## src/rtl/id_ex_stage.sv

```systemverilog
// ID/EX pipeline stage: main register plus a skid entry behind a valid/ready handshake on both sides.
// Optional writeback forwarding into captured and held operands is enabled by defining ID_EX_FWD_EN.
module id_ex_stage #(
    parameter int DATA_W = 8,
    parameter int REG_AW = 3,
    parameter int OP_W   = 3
) (
    input  logic              clk,
    input  logic              rst,
    input  logic              flush,
`ifdef ID_EX_FWD_EN
    input  logic              wb_wr_en,
    input  logic [REG_AW-1:0] wb_rd,
    input  logic [DATA_W-1:0] wb_data,
`endif
    input  logic              id_valid,
    output logic              id_ready,
    input  logic [DATA_W-1:0] id_rd_a,
    input  logic [DATA_W-1:0] id_rd_b,
    input  logic [DATA_W-1:0] id_imm_ext,
    input  logic [REG_AW-1:0] id_rs1,
    input  logic [REG_AW-1:0] id_rs2,
    input  logic [REG_AW-1:0] id_rd,
    input  logic [OP_W-1:0]   id_alu_op,
    input  logic              id_use_imm,
    input  logic              id_reg_wr,
    output logic              ex_valid,
    input  logic              ex_ready,
    output logic [DATA_W-1:0] ex_op_a,
    output logic [DATA_W-1:0] ex_op_b,
    output logic [REG_AW-1:0] ex_rd,
    output logic [OP_W-1:0]   ex_alu_op,
    output logic              ex_reg_wr,
    output logic [7:0]        stall_cnt
);

    typedef enum logic [1:0] {EMPTY, FULL, SKID} state_t;

    state_t state, state_next;
    logic   accept, transfer;
    logic   load_main_in, load_main_skid, load_skid;

    logic              main_reg_wr;
    logic [DATA_W-1:0] skid_op_a, skid_op_b;
    logic [REG_AW-1:0] skid_rd;
    logic [OP_W-1:0]   skid_alu_op;
    logic              skid_reg_wr;

    logic [DATA_W-1:0] cap_a, cap_b, main_a_f, main_b_f, skid_a_f, skid_b_f;

    function automatic logic [7:0] sat_inc(input logic [7:0] v);
        return (v == 8'hFF) ? v : v + 8'd1;
    endfunction

    always_ff @(posedge clk or posedge rst) begin
        if (rst) state <= EMPTY;
        else     state <= state_next;
    end

    always_comb begin
        state_next = state;
        if (flush) begin
            state_next = EMPTY;
        end else begin
            case (state)
                EMPTY:   if (accept) state_next = FULL;
                FULL: begin
                    if (accept && !transfer)      state_next = SKID;
                    else if (!accept && transfer) state_next = EMPTY;
                end
                SKID:    if (transfer) state_next = FULL;
                default: state_next = EMPTY;
            endcase
        end
    end

    always_comb begin
        ex_valid = (state != EMPTY);
        id_ready = (state != SKID);
    end

    assign accept         = id_valid & id_ready & ~flush;
    assign transfer       = ex_valid & ex_ready;
    assign load_main_in   = accept & ((state == EMPTY) | ((state == FULL) & transfer));
    assign load_skid      = accept & (state == FULL) & ~transfer;
    assign load_main_skid = (state == SKID) & transfer;
    assign ex_reg_wr      = main_reg_wr & ex_valid;

`ifdef ID_EX_FWD_EN
    logic [REG_AW-1:0] main_rs1, main_rs2, skid_rs1, skid_rs2;
    logic              main_use_imm, skid_use_imm;

    function automatic logic [DATA_W-1:0] fwd_op(input logic en, input logic [REG_AW-1:0] rs,
                                                 input logic [DATA_W-1:0] cur,
                                                 input logic wr, input logic [REG_AW-1:0] wrd,
                                                 input logic [DATA_W-1:0] wdata);
        return (en && wr && (wrd == rs)) ? wdata : cur;
    endfunction

    assign cap_a    = fwd_op(1'b1, id_rs1, id_rd_a, wb_wr_en, wb_rd, wb_data);
    assign cap_b    = id_use_imm ? id_imm_ext
                                 : fwd_op(1'b1, id_rs2, id_rd_b, wb_wr_en, wb_rd, wb_data);
    assign main_a_f = fwd_op(1'b1, main_rs1, ex_op_a, wb_wr_en, wb_rd, wb_data);
    assign main_b_f = fwd_op(~main_use_imm, main_rs2, ex_op_b, wb_wr_en, wb_rd, wb_data);
    assign skid_a_f = fwd_op(1'b1, skid_rs1, skid_op_a, wb_wr_en, wb_rd, wb_data);
    assign skid_b_f = fwd_op(~skid_use_imm, skid_rs2, skid_op_b, wb_wr_en, wb_rd, wb_data);

    // Source indices follow their beat so held operands can still be matched against writeback.
    always_ff @(posedge clk or posedge rst) begin
        if (rst) begin
            main_rs1 <= '0; main_rs2 <= '0; main_use_imm <= 1'b0;
            skid_rs1 <= '0; skid_rs2 <= '0; skid_use_imm <= 1'b0;
        end else begin
            if (load_main_in) begin
                main_rs1 <= id_rs1; main_rs2 <= id_rs2; main_use_imm <= id_use_imm;
            end else if (load_main_skid) begin
                main_rs1 <= skid_rs1; main_rs2 <= skid_rs2; main_use_imm <= skid_use_imm;
            end
            if (load_skid) begin
                skid_rs1 <= id_rs1; skid_rs2 <= id_rs2; skid_use_imm <= id_use_imm;
            end
        end
    end
`else
    logic unused_rs;
    assign unused_rs = ^{id_rs1, id_rs2};
    assign cap_a     = id_rd_a;
    assign cap_b     = id_use_imm ? id_imm_ext : id_rd_b;
    assign main_a_f  = ex_op_a;
    assign main_b_f  = ex_op_b;
    assign skid_a_f  = skid_op_a;
    assign skid_b_f  = skid_op_b;
`endif

    always_ff @(posedge clk or posedge rst) begin
        if (rst) begin
            ex_op_a <= '0; ex_op_b <= '0; ex_rd <= '0; ex_alu_op <= '0; main_reg_wr <= 1'b0;
        end else if (load_main_in) begin
            ex_op_a <= cap_a; ex_op_b <= cap_b; ex_rd <= id_rd;
            ex_alu_op <= id_alu_op; main_reg_wr <= id_reg_wr;
        end else if (load_main_skid) begin
            ex_op_a <= skid_a_f; ex_op_b <= skid_b_f; ex_rd <= skid_rd;
            ex_alu_op <= skid_alu_op; main_reg_wr <= skid_reg_wr;
        end else begin
            ex_op_a <= main_a_f; ex_op_b <= main_b_f;
        end
    end

    always_ff @(posedge clk or posedge rst) begin
        if (rst) begin
            skid_op_a <= '0; skid_op_b <= '0; skid_rd <= '0; skid_alu_op <= '0; skid_reg_wr <= 1'b0;
        end else if (load_skid) begin
            skid_op_a <= cap_a; skid_op_b <= cap_b; skid_rd <= id_rd;
            skid_alu_op <= id_alu_op; skid_reg_wr <= id_reg_wr;
        end else begin
            skid_op_a <= skid_a_f; skid_op_b <= skid_b_f;
        end
    end

    always_ff @(posedge clk or posedge rst) begin
        if (rst)                       stall_cnt <= 8'd0;
        else if (ex_valid && !ex_ready) stall_cnt <= sat_inc(stall_cnt);
    end

endmodule

```

## config.mk

```make
export PLATFORM = sky130hd
export DESIGN_NAME = id_ex_stage
export DESIGN_NICKNAME = d
export VERILOG_FILES = /design/src/rtl/id_ex_stage.sv
export SDC_FILE = /design/constraint.sdc
export NUM_CORES = 1
export LEC_CHECK = 0
export CAP_MARGIN = 30
export CORE_UTILIZATION = 47
export CTS_CLUSTER_DIAMETER = 30
export DETAILED_ROUTE_END_ITERATION = 16
export PLACE_DENSITY = 0.78
export SLEW_MARGIN = 30
export SYNTH_ARGS = -nofsm -noshare
export SYNTH_HDL_FRONTEND = slang
export SYNTH_SLANG_ARGS = --single-unit
```

## constraint.sdc

```tcl
create_clock -name clk -period 2 [get_ports clk]
set_input_delay 0.4 -clock clk [delete_from_list [all_inputs] [get_ports clk]]
set_output_delay 0.4 -clock clk [all_outputs]
set_load 0.02 [all_outputs]
```

# Word-level counts from Yosys, hierarchy flattened
# Cells that the tools add are included.
dict set report classes {
  addsub 1
  n_mul 0
  div 0
  n_lt_le_gt_ge 0
  n_eq_ne 7
  n_shift 0
  muxes 17
  bitwise 13
  reduce_logical 11
}
# cell n
set ops {}
lappend ops {{two-way mux 8 bit} 5}
lappend ops {{two-way mux 3 bit} 4}
lappend ops {{two-way mux 2 bit} 5}
lappend ops {{AND 1 bit} 9}
lappend ops {{adder 8 x 1 -> 8 bit (second input constant)} 1}
lappend ops {{equality test 8 bit (second input constant)} 1}
lappend ops {{!= test 3 bit (second input constant)} 2}
lappend ops {{case mux 2 bit (3 select lines)} 1}
lappend ops {{!= test 4 bit (second input constant)} 1}
lappend ops {{nonzero test 2 bit} 2}
lappend ops {{logical AND 1 bit} 3}
lappend ops {{zero test 1 bit} 3}
lappend ops {{inverter 1 bit} 3}
lappend ops {{AND reduction 3 bit} 1}
lappend ops {{equality test 2 x 1 -> 1 bit (second input constant)} 1}
lappend ops {{equality test 2 bit (second input constant)} 1}
lappend ops {{zero test 2 bit} 1}
lappend ops {{two-way mux 1 bit} 2}
lappend ops {{!= test 2 bit (second input constant)} 1}
lappend ops {{AND reduction 2 bit} 1}
lappend ops {{bitwise OR 1 bit} 1}
dict set report word_totals {
  ff_bits 56
  latch_bits 0
  ram_bits 0
  romBits 0
  input_bits 43
  elab_cells 61
  memories 0
}

# Depth between registers and ports, before layout
# Gate-level depths: netlist of the first run.
dict set report logic_depth {
  ltp_word 9
  depth_mapped 5
  mapped_depth_nobuf 4
}

# Least setup slack after synthesis of the first run
# Ideal clock, no wire load.
dict set report synth_timing {
  kind {reg2reg}
  start {register stall_cnt[0]}
  end {register stall_cnt[5]}
  arrival_ns 1.504
  t_required_ns 1.869
  setup_slack_ns 0.365
  stages_incl_launch_ff 5
  synth_period_minus_slack_ns 1.635
  path_cell_list {dfrtp_1 ha_1 nand4_1 or4b_1 xnor2_1}
}
dict set report synth_via {
  elab_chain_len 3
  elab_cells_between_ends 4
}
# element line_no
set synth_lines {}
lappend synth_lines {{from (decl)} 34} ;# output logic [7:0] stall_cnt
lappend synth_lines {{from (signal assigned)} 162} ;# else if (ex_valid && !ex_ready) stall_cnt <= sat_inc(stall_cnt);
lappend synth_lines {{parallel branches: the longest is 3 deep, another holds adder 8 x 1 -> 8 bit} --}
# Parallel ways; which one is timed is not known.
# A chain may end at the register's enable or synchronous reset.

# Worst setup path after layout of the first run
dict set report layout_timing {
  start {register state[1]}
  end {output port ex_reg_wr}
}
dict set report layout_via {
  elab_chain_len 2
}
# element line_no
set layout_lines {}
lappend layout_lines {{from (decl)} 39} ;# state_t state, state_next;
lappend layout_lines {{from (signal assigned)} 57} ;# else state <= state_next;
lappend layout_lines {{nonzero test 2 bit} 78} ;# ex_valid = (state != EMPTY);
lappend layout_lines {{AND 1 bit} 87} ;# assign ex_reg_wr = main_reg_wr & ex_valid;
lappend layout_lines {{to (decl)} 33} ;# output logic ex_reg_wr,
# Every way passes these cells.

==> results.tsv, run 1 <==
stage	metric	value	unit
setup_path	cp.required	1.60	ns
clocking	path_clk_slew	0.10	ns
job	cap_violations	0	
clocking	cts_tree	yes	
timing	setup_viol	0	
setup_path	ff2ff_setup_slack	0.31	ns
finish	nFillCells	381	
setup_path	worstPathCellList	or2_2 -> and2_1 -> dlygate4sd2_1	
placed_design	post-place-ws	-0.2926	ns
power_and_ir_drop	p_leak	0.001538	uW
grt	track_usage	18.95	%
setup_path	worstSetupEndpoint	ex_reg_wr	
die	fp-row-count	26	
finish	drive_gt1_share	25.09	%
setup_path	timing.rr.start	state[1]$_DFFE_PP0P_	
synth	synthXorXnorAreaFrac	0.6813	%
synth	ys.flop_type	dfrtp_1	
timing	finalHoldViolCount	0	
synth	synth.avg_cell_area	13.32	um^2
power_and_ir_drop	vdd_drop_max	0.0006105	V
synth	synthTopCellsByArea	dfrtp_1 55%, mux2_2 16%, a221o_1 9.0%	
route	wl_per_cell	15.44	um
finish	nets	318	
synth	synth_compound_area_share	12.17	%
setup_path	critPathKind	register to output port	
timing	rsz0062_at_grt	false	
die	die_w	75.97	um
timing	fin_setup_tns	0	ns
setup_path	cp.depth	3	
timing	fmax	518.4	MHz
synth	yosys.area.top_type	dfrtp_1	
clocking	cts-buffers-inserted	5	
synth	yosysSeqAreaShare	54.50	%
setup_path	slowest_delay	0.44	ns
synth	yosysUniqueCellTypes	37	
route	wirelength	5.326	mm
route	remaining_drc_errors	0	
placed_design	port_buffers	69	
grt	grt_max_degree	57	
timing	postLayoutSetupSlackWorst	0.07098	ns
finish	diodes	0	
synth	synth_nets	237	
placed_design	dp_hpwl	3.618	mm
clocking	postCtsSetupRepairBufs	0	
placed_design	globalplace.congestion	0.7986	
timing	hold_slack	0.4582	ns
timing	slew_violations	0	
power_and_ir_drop	power.density	928.0	nW/um^2
setup_path	reg2reg_to	ex_op_b[7]$_DFFE_PP0P_	
die	die_area	5771	um^2
outcome	outcome	completed	
timing	period_share	96.45	%
setup_path	cp_top_family	simple AND/OR/NAND/NOR gates	
timing	tightest_slew	0.6463	ns
synth	async_reset_ff_share	100.0	%
timing	period_minus_slack	1.929	ns
worst_hold_path	hold_class	input pin to async pin	
setup_path	path_buf_inv	1	
grt	grt_pass1_vias	1887	
die	io_pins	76	
grt	grt_pass1_wl	8.866	mm
synth	synth-simple-area-share	13.09	%
clocking	htree_levels	2	
synth	synth_adder_area_share	0.4866	%
die	die_y	75.97	um
timing	skew	0.004045	ns
clocking	cts_sinks	56	
synth	synth_top_family_by_area	multiplexers	
timing	max_slew_margin	56.82	%
setup_path	rr_worst_depth	4	
setup_path	cp_max_fo	6	
finish	syn_to_final_growth	38.73	%
grt	grt_overflow_total	0	
setup_path	crit_arrival	1.53	ns
clocking	cts_root_buffer	clkbuf_8	
synth	syn-instance-count	193	
route	drtAntennaViolNets	0	
die	start_util	49.71	%
route	viasPerCell	5.409	
setup_path	cp-startpoint	state[1]$_DFFE_PP0P_	
route	vias	1866	
finish	utilization	68.96	%
clocking	cts_max_path_buffers	2	
grt	antenna_found_initial	0	
synth	synth.area.mux_share	15.77	%
route	drt-initial-drc-count	86	
route	drt_first_pass_iters	4	
synth	ys_warn_count	0	
clocking	insertion_delay	0.30	ns
die	core	5172	um^2
synth	synthDominantCellAreaShare	54.50	%
setup_path	slowest_stage	dfrtp_1	
setup_path	start_kind	register	
synth	synth-seq-cells	56	
synth	synth_edf_count	0	
setup_path	cp-end-kind	output port	
synth	synth_area	2571	um^2
==> final cells by class <==
type	count	area (um^2)	area share (%)
sequential	56	1401	39.28
timing repair buffer	84	840.8	23.57
clock buffer	6	82.58	2.315
tap	70	87.58	2.455
multi-input combinational	125	1109	31.08
inverter	2	7.507	0.2105
clock inverter	2	38.79	1.087
==> metrics by stage <==
stage | power, uW | cell area, um^2 | cells
after global placement | 2530 | 3422 | 336
after floorplan | 2102 | 2571 | 193
after CTS | 3343 | 3548 | 344
after detailed placement | 2570 | 3430 | 336
after global routing | 3482 | 3567 | 345
final | 3310 | 3567 | 345
==> power breakdown <==
group	leakage, uW	total, uW	internal [uW]	switching [uW]
Combinational	0.000779	963	551	412
Sequential	0.000697	1580	1400	179
Clock	0.0000614	768	410	358
Total	0.00154	3310	2360	949
==> sequential cells by signal (all words and copies together), names as in the netlist, 2 cells and up <==
| signal | count |
|---|---|
| skid_rd | 3 |
| ex_alu_op | 3 |
| ex_rd | 3 |
| skid_a_f | 8 |
| stall_cnt | 8 |
| skid_b_f | 8 |
| ex_op_a | 8 |
| state | 2 |
| ex_op_b | 8 |
| skid_alu_op | 3 |
==> cells in the final DEF, fill, tap and decap left out, types with 2 or more instances in the layout <==
cell type	instances
clkdlybuf4s50_1	66
dfrtp_1	56
mux2_2	36
and2_1	24
a221o_1	23
buf_4	12
clkbuf_8	6
nand2b_1	5
nand2_1	5
nand4_1	4
a21oi_1	3
buf_12	3
nor3_4	2
o21ba_2	2
dlygate4sd2_1	2
==> layer usage <==
| layer | up-vias | wire, um | part of all wire (%) | global-route usage (%) |
|---|---|---|---|---|
| met4 | 0 | 70 | 1.3 | 4.038 |
| met1 | 920 | 2427 | 46 | 24.14 |
| li1 | 882 | - | - | - |
| met3 | 9 | 279 | 5.2 | 4.699 |
| met2 | 55 | 2549 | 48 | 32.73 |
| met5 | - | 0 | 0 | 0 |
==> worst min path at each step <==
stage	depth (start not counted)	slack (ns)	endpoint	startpoint
after global routing	3	0.48	skid_rd[0]$_DFFE_PP0P_	rst
after CTS	3	0.47	skid_rd[0]$_DFFE_PP0P_	rst
after floorplan	1	0.47	state[1]$_DFFE_PP0P_	ex_ready
final	3	0.46	skid_rd[0]$_DFFE_PP0P_	rst
after detailed placement	1	0.48	skid_b_f[2]$_DFFE_PP0P_	skid_b_f[2]$_DFFE_PP0P_
after global placement	1	0.48	skid_b_f[6]$_DFFE_PP0P_	skid_b_f[6]$_DFFE_PP0P_
==> cell families (layout without fill, tap and decap cells) <==
group / Yosys count / count (layout)
AO/OA/AOI/OAI: 34 / 34
multiplexers: 36 / 36
buffers and inverters: 13 / 94
XOR/XNOR: 2 / 2
AND/OR/NAND/NOR: 51 / 52
flip-flops: 56 / 56
adder cells (fa/ha/maj): 1 / 1
==> timing repair <==
| item | CTS | global route |
|---|---|---|
| hold buffers | 0 | 0 |
| pin swaps | 0 | 1 |
| hold endpoints to repair | 0 | 0 |
| setup endpoints to repair | 2 | 23 |
| gates cloned | 0 | 1 |
| gates resized for setup | 2 | 2 |
==> cell usage after synthesis, types with 2 or more instances <==
cell type and n:
inv_1 2, a221o_1 23, and2_1 24, mux2_2 36
buf_4 3, buf_6 3, nand2b_1 5, dfrtp_1 56
nand2_1 5, buf_2 2, a21oi_1 3, o21ba_2 2
nand4_1 4, clkbuf_1 2
==> worst register-to-register path: cells and delay by family (launching register included) <==
family          cells  cell delay (ns)
simple gates        2             0.75
flops               1             0.44
buf+inv             1             0.18
compound gates      1             0.26
(Power assumes the default switching activity.)
==> run 2: changes to the inputs <==
--- a/config.mk
+++ b/config.mk
@@ -5,8 +5,9 @@
 export SDC_FILE = /design/constraint.sdc
 export NUM_CORES = 1
 export LEC_CHECK = 0
+export ABC_AREA = 1
 export CAP_MARGIN = 30
-export CORE_UTILIZATION = 47
+export CORE_UTILIZATION = 48
 export CTS_CLUSTER_DIAMETER = 30
 export DETAILED_ROUTE_END_ITERATION = 16
 export PLACE_DENSITY = 0.78
==> run 2 against run 1 <==
- critical path depth is 1 higher
- largest cell class unchanged
- clock power fell by 17%
- wire length is 5.9% higher
- largest power group unchanged
- count of clock-buffer cells in the layout did not move
==> results.tsv, run 2 <==
stage	metric	value	unit	change
clocking	cts-buffers-inserted	5		unchanged
job	cap_violations	0		unchanged
synth	synthTopCellsByArea	dfrtp_1 52%, nand3_1 9.5%, nand2_1 6.7%		
die	die_area	5894	um^2	+2.1%
die	io_pins	76		unchanged
grt	track_usage	20.44	%	+1.5 points
finish	nFillCells	433		+14%
grt	grt_overflow_total	0		unchanged
route	drt-initial-drc-count	85		-1.2%
synth	syn-instance-count	292		+51%
synth	synth-simple-area-share	21.26	%	+8.2 points
timing	fin_setup_tns	0	ns	unchanged
finish	final_cell_mix	68 x clkdlybuf4s50_1, 55 x dfrtp_1, 51 x nand3_1		
synth	ys.flop_type	dfrtp_1		
placed_design	post-place-ws	0.1803	ns	+0.4729 ns
synth	async_reset_ff_share	100.0	%	unchanged
clocking	htree_levels	2		unchanged
setup_path	crit_arrival	1.51	ns	-0.02 ns
placed_design	dp_hpwl	4.051	mm	+12%
placed_design	port_buffers	69		unchanged
setup_path	cp-end-kind	output port		
finish	final_area	3567	um^2	unchanged
timing	period_minus_slack	1.908	ns	-0.02137 ns
die	start_util	51.24	%	+1.5 points
die	fp-row-count	26		unchanged
outcome	outcome	completed		
finish	drive_gt1_share	14.25	%	-11 points
clocking	insertion_delay	0.30	ns	about the same
synth	synth_adder_area_share	0.4662	%	-0.020 points
synth	synth_area	2684	um^2	+4.4%
finish	nets	408		+28%
power_and_ir_drop	power.density	1238	nW/um^2	+33%
clocking	hold_buffers	0		unchanged
timing	finalHoldViolCount	0		unchanged
clocking	path_clk_slew	0.10	ns	about the same
route	wirelength	5.638	mm	+5.9%
synth	ys_warn_count	0		unchanged
placed_design	globalplace.congestion	0.8565		+7.3%
synth	synth.area.mux_share	0.3730	%	-15 points
timing	postLayoutSetupSlackWorst	0.09235	ns	+0.02137 ns
die	core	5238	um^2	+1.3%
setup_path	ff2ff_setup_slack	0.33	ns	+0.02 ns
timing	rsz0062_at_grt	false		
route	drtAntennaViolNets	0		unchanged
route	viasPerCell	5.163		-4.5%
timing	max_slew_margin	67.46	%	+11 points
route	vias	2246		+20%
route	drt_first_pass_iters	4		unchanged
grt	antenna_found_initial	0		unchanged
grt	grt_pass1_wl	9.715	mm	+9.6%
power_and_ir_drop	p_leak	0.001600	uW	+4.1%
setup_path	cp.required	1.60	ns	about the same
clocking	cts_sinks	56		unchanged
synth	yosysUniqueCellTypes	27		-27%
placed_design	place_area	3470	um^2	+1.2%
timing	slew_violations	0		unchanged
timing	fmax	524.2	MHz	+1.1%
finish	multi_input_area	1051	um^2	-5.2%
route	remaining_drc_errors	0		unchanged
grt	grt_max_degree	47		-18%
synth	netlist_top_cells_count	56 x dfrtp_1, 51 x nand3_1, 48 x nand2_1		
timing	hold_slack	0.4414	ns	-0.01680 ns
setup_path	critPathKind	register to output port		
clocking	cts_root_buffer	clkbuf_8		
synth	synth_compound_area_share	14.78	%	+2.6 points
finish	final_common_cell	clkdlybuf4s50_1		
synth	synth.avg_cell_area	9.191	um^2	-31%
timing	period_share	95.38	%	-1.1 points
clocking	cts_max_path_buffers	2		unchanged
power_and_ir_drop	vdd_drop_max	0.0008401	V	+38%
timing	tightest_slew	0.4874	ns	-0.1589 ns
die	die_y	76.78	um	+1.1%
synth	synth-seq-cells	56		unchanged
finish	syn_to_final_growth	32.91	%	
synth	synth_top_family_by_area	simple AND/OR/NAND/NOR gates		
synth	yosysSeqAreaShare	52.21	%	-2.3 points
grt	grt_pass1_vias	2147		+14%
die	die_w	76.78	um	+1.1%
clocking	cts_tree	yes		
synth	synthXorXnorAreaFrac	2.284	%	+1.6 points
synth	yosys.area.top_type	dfrtp_1		
synth	synth_nets	336		+42%
setup_path	start_kind	register		
timing	setup_viol	0		unchanged
synth	synth_edf_count	0		unchanged
finish	utilization	68.11	%	-0.86 points
synth	synth.most_common_cell	dfrtp_1		
finish	diodes	0		unchanged
worst_hold_path	hold_class	input pin to async pin		
route	wl_per_cell	12.96	um	-16%
setup_path	cp_max_fo	3		-3
finish	regArea	1403	um^2	about the same
synth	synthDominantCellAreaShare	52.21	%	-2.3 points
timing	skew	0.007176	ns	+0.003131 ns
==> run 2: report_power, final <==
part	total, uW	switching [uW]	internal [uW]
logic	1840	951	889
clock network	634	353	281
registers	1940	322	1620
total	4420	1630	2790
==> run 2: worst paths after layout <==
| check | from | end | cells after the start |
|---|---|---|---|
| worst max-delay path | state[1]$_DFFE_PP0P_ | id_ready | 4 |
| worst min-delay path | rst | ex_op_b[7]$_DFFE_PP0P_ | 2 |
| worst max register to register | state[0]$_DFFE_PP0P_ | skid_b_f[2]$_DFFE_PP0P_ | 6 |
| worst min register to register | skid_a_f[4]$_DFFE_PP0P_ | skid_a_f[4]$_DFFE_PP0P_ | 2 |
| max in group asynchronous | rst | skid_alu_op[0]$_DFFE_PP0P_ | 3 |
| min in group clk | skid_a_f[4]$_DFFE_PP0P_ | skid_a_f[4]$_DFFE_PP0P_ | 2 |
==> run 2: worst max-delay path, stage by stage, from the launching register on <==
cell             delay, ns
dfrtp_1               0.41
inv_2                 0.10
nor2_4                0.04
inv_1                 0.06
clkdlybuf4s50_1       0.60
==> run 2: layer usage <==
layer | share of wire [%] | vias up | GRT usage [%] | wire length (um)
met1 | 46 | 1036 | 26.33 | 2598
met3 | 4.2 | 8 | 2.738 | 239
met4 | 1.3 | 0 | 6.538 | 72
met5 | 0 | - | 0 | 0
met2 | 48 | 77 | 35.45 | 2728
li1 | - | 1125 | - | -
==> run 2: kinds of logic (layout without fill, tap and decap cells) <==
kind of cell	count (synthesis)	count (layout)
simple gates	121	121
flops	56	56
xor+xnor	7	7
fa+ha+maj	1	1
buf+inv	48	121
compound gates	58	58
mux	1	1
==> run 2: final cells by class <==
class	instances	share of cell area, %
Sequential cell	56	39.32
Multi-Input combinational cell	188	29.46
Timing Repair Buffer	82	22.76
Inverter	31	3.262
Tap cell	70	2.455
Clock buffer	6	2.315
Clock inverter	2	0.4209
==> run 2: repair_timing <==
action	CTS	global route
gates resized for setup	2	0
setup buffers	0	0
endpoints found under the setup margin	1	0
==> run 2: stage by stage <==
step	power (uW)	instances
after global routing	4720	435
final	4415	435
after detailed placement	3821	427
after CTS	4466	435
after floorplan	3019	292
after global placement	3748	427
==> run 3: changes to the inputs <==
--- a/config.mk
+++ b/config.mk
@@ -11,6 +11,7 @@
 export CTS_CLUSTER_DIAMETER = 30
 export DETAILED_ROUTE_END_ITERATION = 16
 export PLACE_DENSITY = 0.78
+export SETUP_SLACK_MARGIN = 0.02
 export SLEW_MARGIN = 30
 export SYNTH_ARGS = -nofsm -noshare
 export SYNTH_HDL_FRONTEND = slang
==> run 3 against run 2 <==
- count of clock-buffer cells in the layout stayed put
- critical path depth is 1 lower
- wire length barely moved
- fmax up 2.1%
- critical path type unchanged
- flip-flop and latch count unchanged
- critical endpoint is now ex_valid
- highest routed layer unchanged
- combinational power about the same
- worst setup slack gained 0.039 ns
- utilization barely moved
- sequential share of layout area is essentially flat
- via count decreased by 0.40%
==> results.tsv, run 3 (synthesis results as in run 2) <==
stage	metric	value	unit	change
outcome	outcome	completed		
timing	max_slew_margin	67.47	%	about the same
setup_path	worstPathCellList	inv_2 -> nand2_4 -> clkdlybuf4s50_1		
clocking	postCtsSetupRepairBufs	0		unchanged
timing	finalHoldViolCount	0		unchanged
grt	antenna_found_initial	0		unchanged
clocking	htree_levels	2		unchanged
clocking	cts_sinks	56		unchanged
clocking	post_cts_resized	2		unchanged
die	fp-row-count	26		unchanged
timing	setup_viol	0		unchanged
setup_path	critPathKind	register to output port		
setup_path	crit_arrival	1.47	ns	-0.04 ns
power_and_ir_drop	vdd_drop_max	0.0008390	V	-0.12%
route	wl_per_cell	12.95	um	about the same
route	remaining_drc_errors	0		unchanged
finish	final_cell_mix	67 x clkdlybuf4s50_1, 55 x dfrtp_1, 51 x nand3_1		
timing	skew	0.007175	ns	-0.00000003000 ns
grt	grt_max_degree	47		unchanged
finish	final_area	3570	um^2	about the same
clocking	insertion_delay	0.30	ns	about the same
clocking	cts_tree	yes		
route	drt_first_pass_iters	5		+1
timing	period_share	93.42	%	-2.0 points
die	start_util	51.24	%	unchanged
clocking	cts_root_buffer	clkbuf_8		
finish	nets	408		unchanged
timing	period_minus_slack	1.868	ns	-0.03921 ns
route	viasPerCell	5.143		-0.40%
finish	multi_input_area	1051	um^2	unchanged
setup_path	slowest_delay	0.60	ns	about the same
timing	fmax	535.2	MHz	+2.1%
placed_design	dp_hpwl	4.051	mm	unchanged
clocking	cts_max_path_buffers	2		unchanged
setup_path	start_kind	register		
setup_path	cp-end-kind	output port		
clocking	hold_buffers	0		unchanged
die	die_area	5894	um^2	unchanged
clocking	path_clk_slew	0.10	ns	about the same
timing	fin_setup_tns	0	ns	unchanged
setup_path	slowest_stage	clkdlybuf4s50_1		
worst_hold_path	hold_class	input pin to async pin		
power_and_ir_drop	p_leak	0.001601	uW	about the same
setup_path	cp_max_fo	4		+1
finish	final_common_cell	clkdlybuf4s50_1		
finish	nFillCells	432		-0.23%
setup_path	cp.required	1.60	ns	about the same
timing	slew_violations	0		unchanged
placed_design	place_area	3470	um^2	unchanged
route	wirelength	5.634	mm	about the same
finish	syn_to_final_growth	33.01	%	about the same
grt	grt_pass1_vias	2147		unchanged
die	core	5238	um^2	unchanged
grt	grt_pass1_wl	9.715	mm	unchanged
die	io_pins	76		unchanged
die	die_w	76.78	um	unchanged
timing	tightest_slew	0.4873	ns	-0.00009608 ns
finish	regArea	1403	um^2	unchanged
finish	diodes	0		unchanged
placed_design	globalplace.congestion	0.8565		unchanged
route	vias	2237		-0.40%
die	die_y	76.78	um	unchanged
timing	rsz0062_at_grt	false		
power_and_ir_drop	power.density	1236	nW/um^2	-0.13%
grt	grt_overflow_total	0		unchanged
job	cap_violations	0		unchanged
placed_design	port_buffers	69		unchanged
grt	track_usage	20.44	%	unchanged
route	drtAntennaViolNets	0		unchanged
route	drt-initial-drc-count	85		unchanged
finish	drive_gt1_share	14.25	%	unchanged
clocking	cts-buffers-inserted	5		unchanged
-- run 3: cell count changes in the layout (fill, tap and decap cells not counted), sizes merged --
cell and delta:
clkdlybuf4s50 -1, dlymetal6s2s +1
-- run 3: final timing paths --
path / cells after the start / slack [ns] / to / start
hold reg to reg: 2 / 0.49 / skid_a_f[4]$_DFFE_PP0P_ / skid_a_f[4]$_DFFE_PP0P_
max in group asynchronous: 3 / 1.07 / skid_alu_op[0]$_DFFE_PP0P_ / rst
setup / recovery: 3 / 0.13 / ex_valid / state[0]$_DFFE_PP0P_
hold / removal: 2 / 0.44 / ex_op_b[7]$_DFFE_PP0P_ / rst
min in group clk: 2 / 0.49 / skid_a_f[4]$_DFFE_PP0P_ / skid_a_f[4]$_DFFE_PP0P_
setup reg to reg: 6 / 0.33 / skid_b_f[2]$_DFFE_PP0P_ / state[0]$_DFFE_PP0P_
-- run 3: layout make-up --
| type | count | area share (%) |
|---|---|---|
| Timing Repair Buffer | 82 | 22.82 |
| Multi-Input combinational cell | 188 | 29.44 |
| Sequential cell | 56 | 39.29 |
| Clock inverter | 2 | 0.4206 |
| Inverter | 31 | 3.260 |
| Clock buffer | 6 | 2.313 |
| Tap cell | 70 | 2.454 |
-- run 3: power by group --
part | switching, uW | internal (uW)
registers | 321 | 1620
clock network | 352 | 281
logic | 950 | 888
-- run 3: worst max-delay path, delay by kind of cell, from the launching register on --
family                 cells  cell delay [ns]
buffers and inverters      2             0.66
flip-flops                 1             0.43
AND/OR/NAND/NOR            1             0.08
-- run 3: routing by layer --
layer / vias up / part of all wire [%] / global-route usage (%)
met5: - / 0 / 0
met4: 0 / 1.3 / 6.538
met3: 8 / 4.3 / 2.738
met2: 75 / 48 / 35.45
met1: 1029 / 46 / 26.33
li1: 1125 / - / -
-- run 3: metrics by stage --
stage	setup slack [ns]	utilization, %	hold WS (ns)	total power (uW)	instances
2_1_floorplan	0.2287	-	0.4537	3019	292
3_3_place_gp	0.2060	66.24	0.4640	3748	427
3_5_place_dp	0.1803	66.24	0.4685	3821	427
4_1_cts	0.07197	68.11	0.4523	4466	435
5_1_grt	0.06778	68.16	0.4768	4720	435
6_report	0.1316	68.16	0.4413	4413	435
